**config.mk**
```make
export PLATFORM = sky130hd
export DESIGN_NAME = instr_fetch
export DESIGN_NICKNAME = d
export VERILOG_FILES = /design/src/rtl/instr_fetch.sv
export SDC_FILE = /design/constraint.sdc
export NUM_CORES = 1
export LEC_CHECK = 0
export BUFFER_PORTS_ARGS = -buffer_cell sky130_fd_sc_hd__buf_2
export CORE_MARGIN = 1
export CORE_UTILIZATION = 47
export DETAILED_ROUTE_END_ITERATION = 6
export HOLD_SLACK_MARGIN = 0.06
export PLACE_DENSITY = 0.75
export SLEW_MARGIN = 25
export SYNTH_ARGS = -nofsm -noshare
export SYNTH_HDL_FRONTEND = slang
export SYNTH_SLANG_ARGS = --single-unit
```
**constraint.sdc**
```tcl
create_clock -name clk -period 3.2 [get_ports clk]
set_input_delay 0.96 -clock clk [delete_from_list [all_inputs] [get_ports clk]]
set_output_delay 0.96 -clock clk [all_outputs]
set_load 0.01 [all_outputs]
```
**src/rtl/instr_fetch.sv**
```systemverilog
// -----------------------------------------------------------------------------
// instr_fetch
//
// Multi-cycle instruction fetch/issue unit. It owns the PC and fetches one
// instruction at a time from instruction memory (req/ack). It presents the
// decoded fields to control/datapath (valid/ready). It then waits for the
// resolve strobe and loads the next PC from the Jump/JumpSel/Branch results.
// Each instruction takes at least three cycles:
//   FETCH (ack) -> HOLD (ready) -> EXEC (resolve) -> FETCH ...
//
// Ports
//   clk, reset       : clock and synchronous active-high reset
//   imem_req/addr    : fetch request; the request is held until imem_ack
//   imem_ack/data    : memory response; imem_data is valid with imem_ack
//   ir_valid/ready   : field handshake towards control/datapath
//   opcode..target   : fields sliced from the held instruction register
//   pc_plus4         : PC+4 of the held instruction (JAL link value)
//   resolve          : one-cycle strobe; the redirect inputs are valid with it
//   Jump, JumpSel, Branch, br_cond, reg_target : redirect inputs
//   misalign         : sticky flag for a JR to a non-word-aligned target
//   instret          : number of resolved instructions (wraps)
// -----------------------------------------------------------------------------
module instr_fetch #(
  parameter logic [31:0] RESET_PC = 32'h0000_0000
) (
  input  logic        clk,
  input  logic        reset,
  output logic        imem_req,
  output logic [31:0] imem_addr,
  input  logic        imem_ack,
  input  logic [31:0] imem_data,
  output logic        ir_valid,
  input  logic        ir_ready,
  output logic [5:0]  opcode,
  output logic [5:0]  funct,
  output logic [4:0]  rs,
  output logic [4:0]  rt,
  output logic [4:0]  rd,
  output logic [15:0] imm16,
  output logic [25:0] target,
  output logic [31:0] pc_plus4,
  input  logic        resolve,
  input  logic        Jump,
  input  logic        JumpSel,
  input  logic        Branch,
  input  logic        br_cond,
  input  logic [31:0] reg_target,
  output logic        misalign,
  output logic [31:0] instret
);

  typedef enum logic [1:0] {FETCH, HOLD, EXEC} state_t;

  state_t      state;
  logic [31:0] pc;
  logic [31:0] ir;
  logic [31:0] next_pc;
  logic [31:0] br_offset;

  // Every field output is a direct slice of a register. No logic sits
  // between the flops and the pins.
  assign imem_addr = pc;
  assign opcode    = ir[31:26];
  assign rs        = ir[25:21];
  assign rt        = ir[20:16];
  assign rd        = ir[15:11];
  assign funct     = ir[5:0];
  assign imm16     = ir[15:0];
  assign target    = ir[25:0];

  assign br_offset = {{14{ir[15]}}, ir[15:0], 2'b00};

  // Redirect priority: JR, then J/JAL, then a taken branch, then fall-through.
  // When Jump and Branch are both set, the jump wins.
  always_comb begin
    // NOTE: the default assignment comes first, so every path drives next_pc
    // and no latch is inferred.
    next_pc = pc_plus4;
    if (Jump && JumpSel)
      next_pc = {reg_target[31:2], 2'b00};
    else if (Jump)
      next_pc = {pc_plus4[31:28], ir[25:0], 2'b00};
    else if (Branch && br_cond)
      next_pc = pc_plus4 + br_offset;
  end

  // NOTE: state is updated with non-blocking assignments only. Every register
  // then sees the pre-edge values of the others, which keeps simulation and
  // synthesis consistent.
  always_ff @(posedge clk) begin
    if (reset) begin
      state    <= FETCH;
      pc       <= RESET_PC;
      ir       <= '0;
      imem_req <= 1'b1;
      ir_valid <= 1'b0;
      pc_plus4 <= '0;
      misalign <= 1'b0;
      instret  <= '0;
    end else begin
      unique case (state)
        FETCH: begin
          // The request is always up in FETCH. The extra imem_req term makes
          // a stray ack outside a request harmless.
          if (imem_req && imem_ack) begin
            ir       <= imem_data;
            pc_plus4 <= pc + 32'd4;
            imem_req <= 1'b0;
            ir_valid <= 1'b1;
            state    <= HOLD;
          end
        end
        HOLD: begin
          if (ir_ready) begin
            ir_valid <= 1'b0;
            state    <= EXEC;
          end
        end
        EXEC: begin
          if (resolve) begin
            pc       <= next_pc;
            instret  <= instret + 32'd1;
            imem_req <= 1'b1;
            state    <= FETCH;
            if (Jump && JumpSel && (reg_target[1:0] != 2'b00))
              misalign <= 1'b1;
          end
        end
        default: state <= FETCH;
      endcase
    end
  end

endmodule
```
# Yosys cells after proc, flatten, opt, wreduce, memory -nomap -nowiden
# Cells that the tools add are included.
[word_totals] regBits=133 inputBits=73 output_inout_bits=168
[classes] n_addsub=3 eq_ne=5 n_mux=13 reduce_logical=14
[op_table] cell="2-to-1 mux 32 bit" n=3
[op_table] cell="adder 32 x 1 -> 32 bit, second input constant" n=1
[op_table] cell="adder 32 x 3 -> 32 bit, second input constant" n=1
[op_table] cell="adder 32 bit" n=1
[op_table] cell="AND reduction 3 bit" n=4
[op_table] cell="2-to-1 mux 2 bit" n=3
[op_table] cell="!= test 2 bit, second input constant" n=3
[op_table] cell="case mux 2 bit (3 select lines)" n=1
[op_table] cell="nonzero test 2 bit" n=3
[op_table] cell="logical AND 1 bit" n=4
[op_table] cell="2-to-1 mux 1 bit" n=4
[op_table] cell="case mux 1 bit (2 select lines)" n=2
[op_table] cell="AND reduction 2 bit" n=2
[op_table] cell="equality test 2 x 1 -> 1 bit, second input constant" n=1
[op_table] cell="equality test 2 bit, second input constant" n=1
[op_table] cell="logical NOT 2 bit" n=1

# Depth between registers and ports, before layout
# Gate-level depths: netlist of run 1.
[logic_depth] ltp_word=4 depth_mapped=12 depth_no_buf=12

# Least setup slack after synthesis of run 1
# OpenSTA, ideal clock, no wires.
[synth_path] path_type="register to register" start="register ir[0]" end="register pc[30] (netlist: imem_addr[30])" setup_time_ns=0.122 arrival_time_ns=2.921 path_slack_ns=0.157 stages_incl_launch_ff=13 n_path_buf=0 synth_period_minus_slack_ns=3.043 cell_sequence="dfxtp_1 -> ha_1 -> fa_1 -> a21o_1 -> a21oi_1 -> o21ai_1 -> a311oi_4 -> o2111ai_1 -> a2111oi_1 -> nor3_1 -> a31oi_1 -> xor2_1 -> o21ai_1"
[synth_via] elab_chain_cells=4
[synth_lines] item="start, declared" line="56" text="logic [31:0] ir;"
[synth_lines] item="start signal, assigned" line="106" text="ir <= imem_data;"
[synth_lines] item="adder 32 bit" line="84" text="next_pc = pc_plus4 + br_offset;"
[synth_lines] item="2-to-1 mux 32 bit" line="83" text="else if (Branch && br_cond)"
[synth_lines] item="2-to-1 mux 32 bit" line="81" text="else if (Jump)"
[synth_lines] item="2-to-1 mux 32 bit" line="79" text="if (Jump && JumpSel)"
[synth_lines] item="end signal, assigned" line="121" text="pc <= next_pc;"
[synth_lines] item="end, declared" line="55" text="logic [31:0] pc;"
# No other way between the ends.
# A chain may end at the register's enable or synchronous reset.

# Worst setup path in the final report of run 1
[layout_path] start="register ir[0]" end="register pc[18] (netlist: imem_addr[18])"
# The elaborated chain is that of the path after synthesis.

==> reports/results.ini, run 1 <==
[run_status]
status=completed

[power]
p_leak_nw=4.393
power.density_mw_per_mm2=476.8
ir_drop_mv=0.3604

[grt]
grt_util_met1=0.3804
grt.met3_usage=0.06555
antenna_found_initial=2
busiest_layer=met2
grt_max_degree=84
grt_pass1_vias=6882
grt_util_all_layers=0.2783
grt_pass1_wl_mm=36.35
grt_overflow=0
met2_usage=0.4302

[timing]
grt_setup_unrepaired=false
fin_setup_tns_ns=0
drv_slew=0
fin_crit_sh=0.9474
finalSetupViolations=0
tightest_slew_ns=0.6323
hold_viol_final=0
period_minus_slack_ns=3.032
fmax_ghz=0.3298
slew_headroom=0.5785
finClkSkew_ns=0.009102

[route]
drt_wl_total_mm=24.03
drt_iter0_markers=502
vias=7855
wire_per_inst_um=16.92
drc=0
via_per_inst=5.532
drtPass1Iterations=5
ant_nets=0

[floorplan]
fp.dieH_um=130.4
die_x_um=130.4
core_mm2=0.01600
start_util=0.4840
row_count=46
ioPinCount=241
die_area_mm2=0.01700

[worst_setup_path]
crit_fanout=4
critPathKind=reg2reg
worst_r2r_endpoint=imem_addr[18]
ff2ff_path_depth=13
end_kind=flop
arrival_ns=3.35
required_ns=3.52
rrSetupSlack_ns=0.17
start_kind=flop
r2r-start=ir[0]

[place]
dp_cells=1383
hpwl_mm=17.66
io_buffers=240
gp_congestion=0.9354

[clock_tree]
cts_tree=done
h-tree-depth=4
worstSkewPairLatency_ns=0.42
cts-buffers-inserted=17
cts_root_buf=clkbuf_16
clk_pin_slew_ns=0.06
clockBufferDepth=2
clock-sinks=133

[synth]
ys_seq_area_frac=0.3438
synthCells=989
avgSynthCellArea_um2=7.831
yosysUniqueCellTypes=58
synth.largest_area_cell=dfxtp_1
ys_top_cells_by_count=nand2_1, dfxtp_1, nor2_1, a21oi_1, clkbuf_1
synth-edff-count=0
synthesis.nets=1094
synth_flop_cell=dfxtp_1
async_flop_share=0
ys.warnings.count=0
synth_top_cells_by_area=dfxtp_1, nand2_1, a21oi_1, nor2_1, ha_1
yosysMostFrequentCell=nand2_1
synth_area_mm2=0.007745
synth_top_area_frac=0.3438
synth-seq-cells=133

[worst_hold_path]
min-delay-start=ir[29]
holdCritPathClass=reg2reg
whs_path_depth=2
hold_end=ir[29]

[layout]
drive_gt1_frac=0.2689
fin_cells=1420
syn_to_final_growth_pct=24.56
final_util=0.6029
nets=1293
fill_cells=1467

[flow_run]
max_cap_violations=0

## worst max-delay path: stages, from the launching register on
cell and delay, ns:
dfxtp_1 0.31, ha_1 0.22, fa_2 0.37, a21o_1 0.21, a21oi_2 0.17, o21ai_2 0.12, a311oi_4 0.40, buf_6 0.16
o21bai_1 0.07, a21oi_1 0.17, xor2_1 0.16, nor2_1 0.05, a211o_1 0.28, a32o_1 0.24
## logic make-up (layout without fill, tap and decap cells)
group,after synthesis,in the layout,synth area share
AOI/OAI and AO/OA,248,248,0.2079
xor gates and xnor gates,75,75,0.08481
adders and majority gates,32,32,0.05267
buffers and inverters,106,318,0.06930
DFF,133,133,0.3438
muxes,27,27,0.03522
other,0,3,0
and+or+nand+nor,368,368,0.2063
## what timing repair did
action | CTS | global route
setup endpoints to repair | 0 | 6
hold buffers | 0 | 0
buffers inserted | 0 | 2
resized for setup | 0 | 13
## cell type report
| cell class | instances | area, um^2 | area share |
|---|---|---|---|
| diodes | 3 | 7.507 | 0.0007782 |
| multi-input cells | 750 | 4607 | 0.4776 |
| well taps | 216 | 270.3 | 0.02802 |
| flip-flops and latches | 133 | 2665 | 0.2763 |
| clock inverters | 13 | 125.1 | 0.01297 |
| inverters | 13 | 48.80 | 0.005058 |
| repair buffers | 273 | 1480 | 0.1534 |
| clock buffers | 19 | 442.9 | 0.04591 |
## where the power goes
part	switching, mW	internal, mW	leakage (nW)	total, mW
Combinational	0.521	0.353	3.05	0.874
Clock	0.789	1.10	0.263	1.89
Sequential	0.103	1.74	1.08	1.84
## metrics by stage
| step | power, mW | hold WS [ns] | area (um^2) | setup slack (ns) |
|---|---|---|---|---|
| after floorplan | 2.428 | 0.4788 | 7745 | 0.1568 |
| after global placement | 2.712 | 0.4396 | 8994 | 0.1738 |
| after detailed placement | 2.726 | 0.4483 | 8994 | 0.1085 |
| after CTS | 4.598 | 0.4587 | 9562 | 0.07010 |
| after global routing | 4.786 | 0.4759 | 9639 | 0.01250 |
| final | 4.600 | 0.4564 | 9647 | 0.1683 |
## state kept, by name, indices dropped and copies added, names as in the netlist
register and flops:
imem_req 1, ir 32, state 2, instret 32, imem_addr 32, misalign 1, pc_plus4 32, ir_valid 1
## per-layer routing
metal | routed length (um) | part of all wire
met5 | 0 | 0
met4 | 493 | 0.021
met3 | 1945 | 0.081
met2 | 10770 | 0.45
met1 | 10820 | 0.45
## worst max path at each step
| stage | startpoint | to | slack, ns | cells after the start |
|---|---|---|---|---|
| 6_report | ir[0] | imem_addr[18] | 0.17 | 13 |
| 5_1_grt | ir[0] | imem_addr[18] | 0.01 | 13 |
| 4_1_cts | ir[0] | imem_addr[28] | 0.07 | 12 |
| 3_5_place_dp | ir[0] | imem_addr[30] | 0.11 | 12 |
| 3_3_place_gp | ir[0] | imem_addr[30] | 0.17 | 12 |
| 2_1_floorplan | ir[0] | imem_addr[30] | 0.16 | 12 |
## cell usage in the layout (no fill, tap or decap), drive strengths merged, types with 3 or more instances in the layout
cell / instances
a31oi: 3
o311ai: 3
ha: 31
a211o: 4
and4: 3
clkinvlp: 5
a21o: 16
a311oi: 8
nand3b: 3
a32o: 6
o21bai: 5
clkinv: 4
inv: 16
and2: 3
a21boi: 3
o21ai: 38
nor2: 116
xnor2: 33
xor2: 42
a211oi: 42
and3: 15
diode: 3
or3: 14
clkbuf: 19
nor3: 14
o211ai: 9
dfxtp: 133
mux2i: 25
a2111oi: 3
nand2: 153
a21oi: 94
nand4: 14
nand2b: 3
buf: 273
nand3: 24
No activity file was read; power rests on OpenSTA's default activity.
==> run 2, diff against run 1 <==
--- a/config.mk
+++ b/config.mk
@@ -6,11 +6,13 @@
 export NUM_CORES = 1
 export LEC_CHECK = 0
 export BUFFER_PORTS_ARGS = -buffer_cell sky130_fd_sc_hd__buf_2
+export CORE_ASPECT_RATIO = 1.1
 export CORE_MARGIN = 1
-export CORE_UTILIZATION = 47
+export CORE_UTILIZATION = 48
+export CTS_BUF_LIST = sky130_fd_sc_hd__clkbuf_8
 export DETAILED_ROUTE_END_ITERATION = 6
 export HOLD_SLACK_MARGIN = 0.06
-export PLACE_DENSITY = 0.75
+export PLACE_DENSITY = 0.77
 export SLEW_MARGIN = 25
 export SYNTH_ARGS = -nofsm -noshare
 export SYNTH_HDL_FRONTEND = slang
==> run 2 against run 1 <==
  * Combinational power shrank 3.1%
  * Core utilization shrank 0.73 points
  * Clock skew grew 0.0050 ns
  * Design area shrank 2.9%
  * Final cell count shrank 1.8%
  * Non-clock buffer count shrank 8
  * Via count shrank 0.39%
  * Highest routed layer unchanged
==> reports/results.ini, run 2 (synthesis results as in run 1) <==
[power]
switching_power_mw=1.299
ir_drop_mv=0.3131
power.density_mw_per_mm2=444.0
clkPwrFrac=0.356
pwr-share-seq=0.441
intPower_mw=2.862
p_sw_frac=0.3121
p_comb_frac=0.204
p_leak_nw=4.298

[timing]
period_minus_slack_ns=3.086
drv_slew=0
finalSetupViolations=0
grt_setup_unrepaired=false
fin_setup_tns_ns=0
tightest_slew_ns=0.8052
fin_crit_sh=0.9642
hold_viol_final=0
fmax_ghz=0.3241
slew_headroom=0.4632
finClkSkew_ns=0.01407

[worst_setup_path]
end_kind=flop
start_kind=flop
critPathSlowestCell=a311o_1
cp_common_cell=a21boi_1
critPathKind=reg2reg
cpPeakStageDelay_ns=0.39
crit_fanout=6
cp_cell_sequence=ha_1 > a21oi_1 > nor2_1 > a311o_1 > a21o_1 > a211o_1 > o311ai_1 > a21boi_1 > or3_1 > a21boi_1 > o21ai_1
arrival_ns=3.40
required_ns=3.51

[layout]
nets=1285
final_common_cell=buf_2
fill_cells=1480
syn_to_final_growth_pct=21.00
final_cell_mix=buf_2, nand2_1, dfxtp_1
drive_gt1_frac=0.2615
fin_cells=1394

[place]
gp_congestion=0.9302
io_buffers=240
hpwl_mm=16.79
dp_cells=1361

[route]
drt_iter0_markers=505
ant_nets=0
vias=7824
drt_wl_total_mm=22.89
drtPass1Iterations=5
wire_per_inst_um=16.42
via_per_inst=5.613
drc=0

[clock_tree]
clk_pin_slew_ns=0.08
cts_tree=done
cts_root_buf=clkbuf_8
h-tree-depth=4
post-cts-setup-buffer-count=0
clock-sinks=133
worstSkewPairLatency_ns=0.45
clockBufferDepth=2
cts-buffers-inserted=17

[floorplan]
die_area_mm2=0.01665
core_mm2=0.01574
fp.dieH_um=135.2
row_count=48
die_x_um=123.1
start_util=0.4922
ioPinCount=241

[flow_run]
max_cap_violations=0

[grt]
grt_max_degree=87
grt_overflow=0
grt_pass1_vias=7188
grt_util_all_layers=0.2752
antenna_found_initial=1
grt_pass1_wl_mm=36.00

[worst_hold_path]
holdCritPathClass=reg2reg

[run_status]
status=completed

[run 2: cell types whose count changed in the layout (fill, tap and decap cells not counted), sizes merged]
cell | previous run | this run
bufinv | 1 | 3
clkinvlp | 5 | 2
clkinv | 4 | 7
inv | 16 | 15
clkbuf | 19 | 18
buf | 273 | 265
diode | 3 | 1
[run 2: layer usage]
metal / global-route usage / vias up / wire, um / share of wire
met2: 0.4476 / 287 / 10800 / 0.47
met1: 0.3486 / 3666 / 9899 / 0.43
met3: 0.06734 / 43 / 1631 / 0.071
met4: 0.1071 / 0 / 556 / 0.024
li1: - / 3828 / - / -
met5: 0 / - / 0 / 0
[run 2: power groups by stage]
stage	Sequential [mW]	Clock, mW	Combinational (mW)
2_1_floorplan	1.88	0	0.543
3_3_place_gp	1.87	0	0.823
3_5_place_dp	1.87	0	0.834
4_1_cts	1.83	1.50	0.839
5_1_grt	1.85	1.56	0.934
6_report	1.83	1.48	0.847
[run 2: final timing paths]
| path | start | end | slack [ns] | depth (start not counted) |
|---|---|---|---|---|
| setup reg to reg | ir[3] | imem_addr[27] | 0.11 | 11 |
| hold / removal | ir[31] | ir[31] | 0.46 | 2 |
| setup / recovery | ir[3] | imem_addr[27] | 0.11 | 11 |
| hold reg to reg | ir[31] | ir[31] | 0.46 | 2 |
[run 2: layout make-up]
class | instances | area, um^2 | share of cell area
antenna | 1 | 2.502 | 0.0002670
timing repair buffer | 265 | 1416 | 0.1511
clock inverter | 14 | 162.7 | 0.01736
multi-input combinational | 750 | 4578 | 0.4885
inverter | 13 | 48.80 | 0.005207
clock buffer | 18 | 247.7 | 0.02644
sequential | 133 | 2665 | 0.2844
tap | 200 | 250.2 | 0.02670
[run 2: what timing repair did]
| action | 4_1_cts | 5_1_grt |
|---|---|---|
| endpoints found under the hold margin | 0 | 0 |
| gates resized for setup | 0 | 9 |
| hold buffers | 0 | 0 |
| endpoints found under the setup margin | 0 | 8 |
[run 2: critical path: cells and delay by family, from the launching register on]
kind / cells / cell delay [ns]
AOI/OAI and AO/OA: 8 / 1.86
and+or+nand+nor: 2 / 0.37
adders and majority gates: 1 / 0.36
DFF: 1 / 0.35
[run 2: through the flow]
stage	worst slack [ns]	power, mW	area (um^2)	hold WS (ns)	utilization
floorplan	0.1568	2.428	7745	0.4788	-
global placement	0.1617	2.690	8929	0.4390	0.5674
detailed placement	0.1526	2.704	8929	0.4465	0.5674
CTS	0.1044	4.170	9339	0.4574	0.5935
global route	0.003568	4.338	9371	0.4787	0.5956
finish	0.1145	4.161	9371	0.4576	0.5956
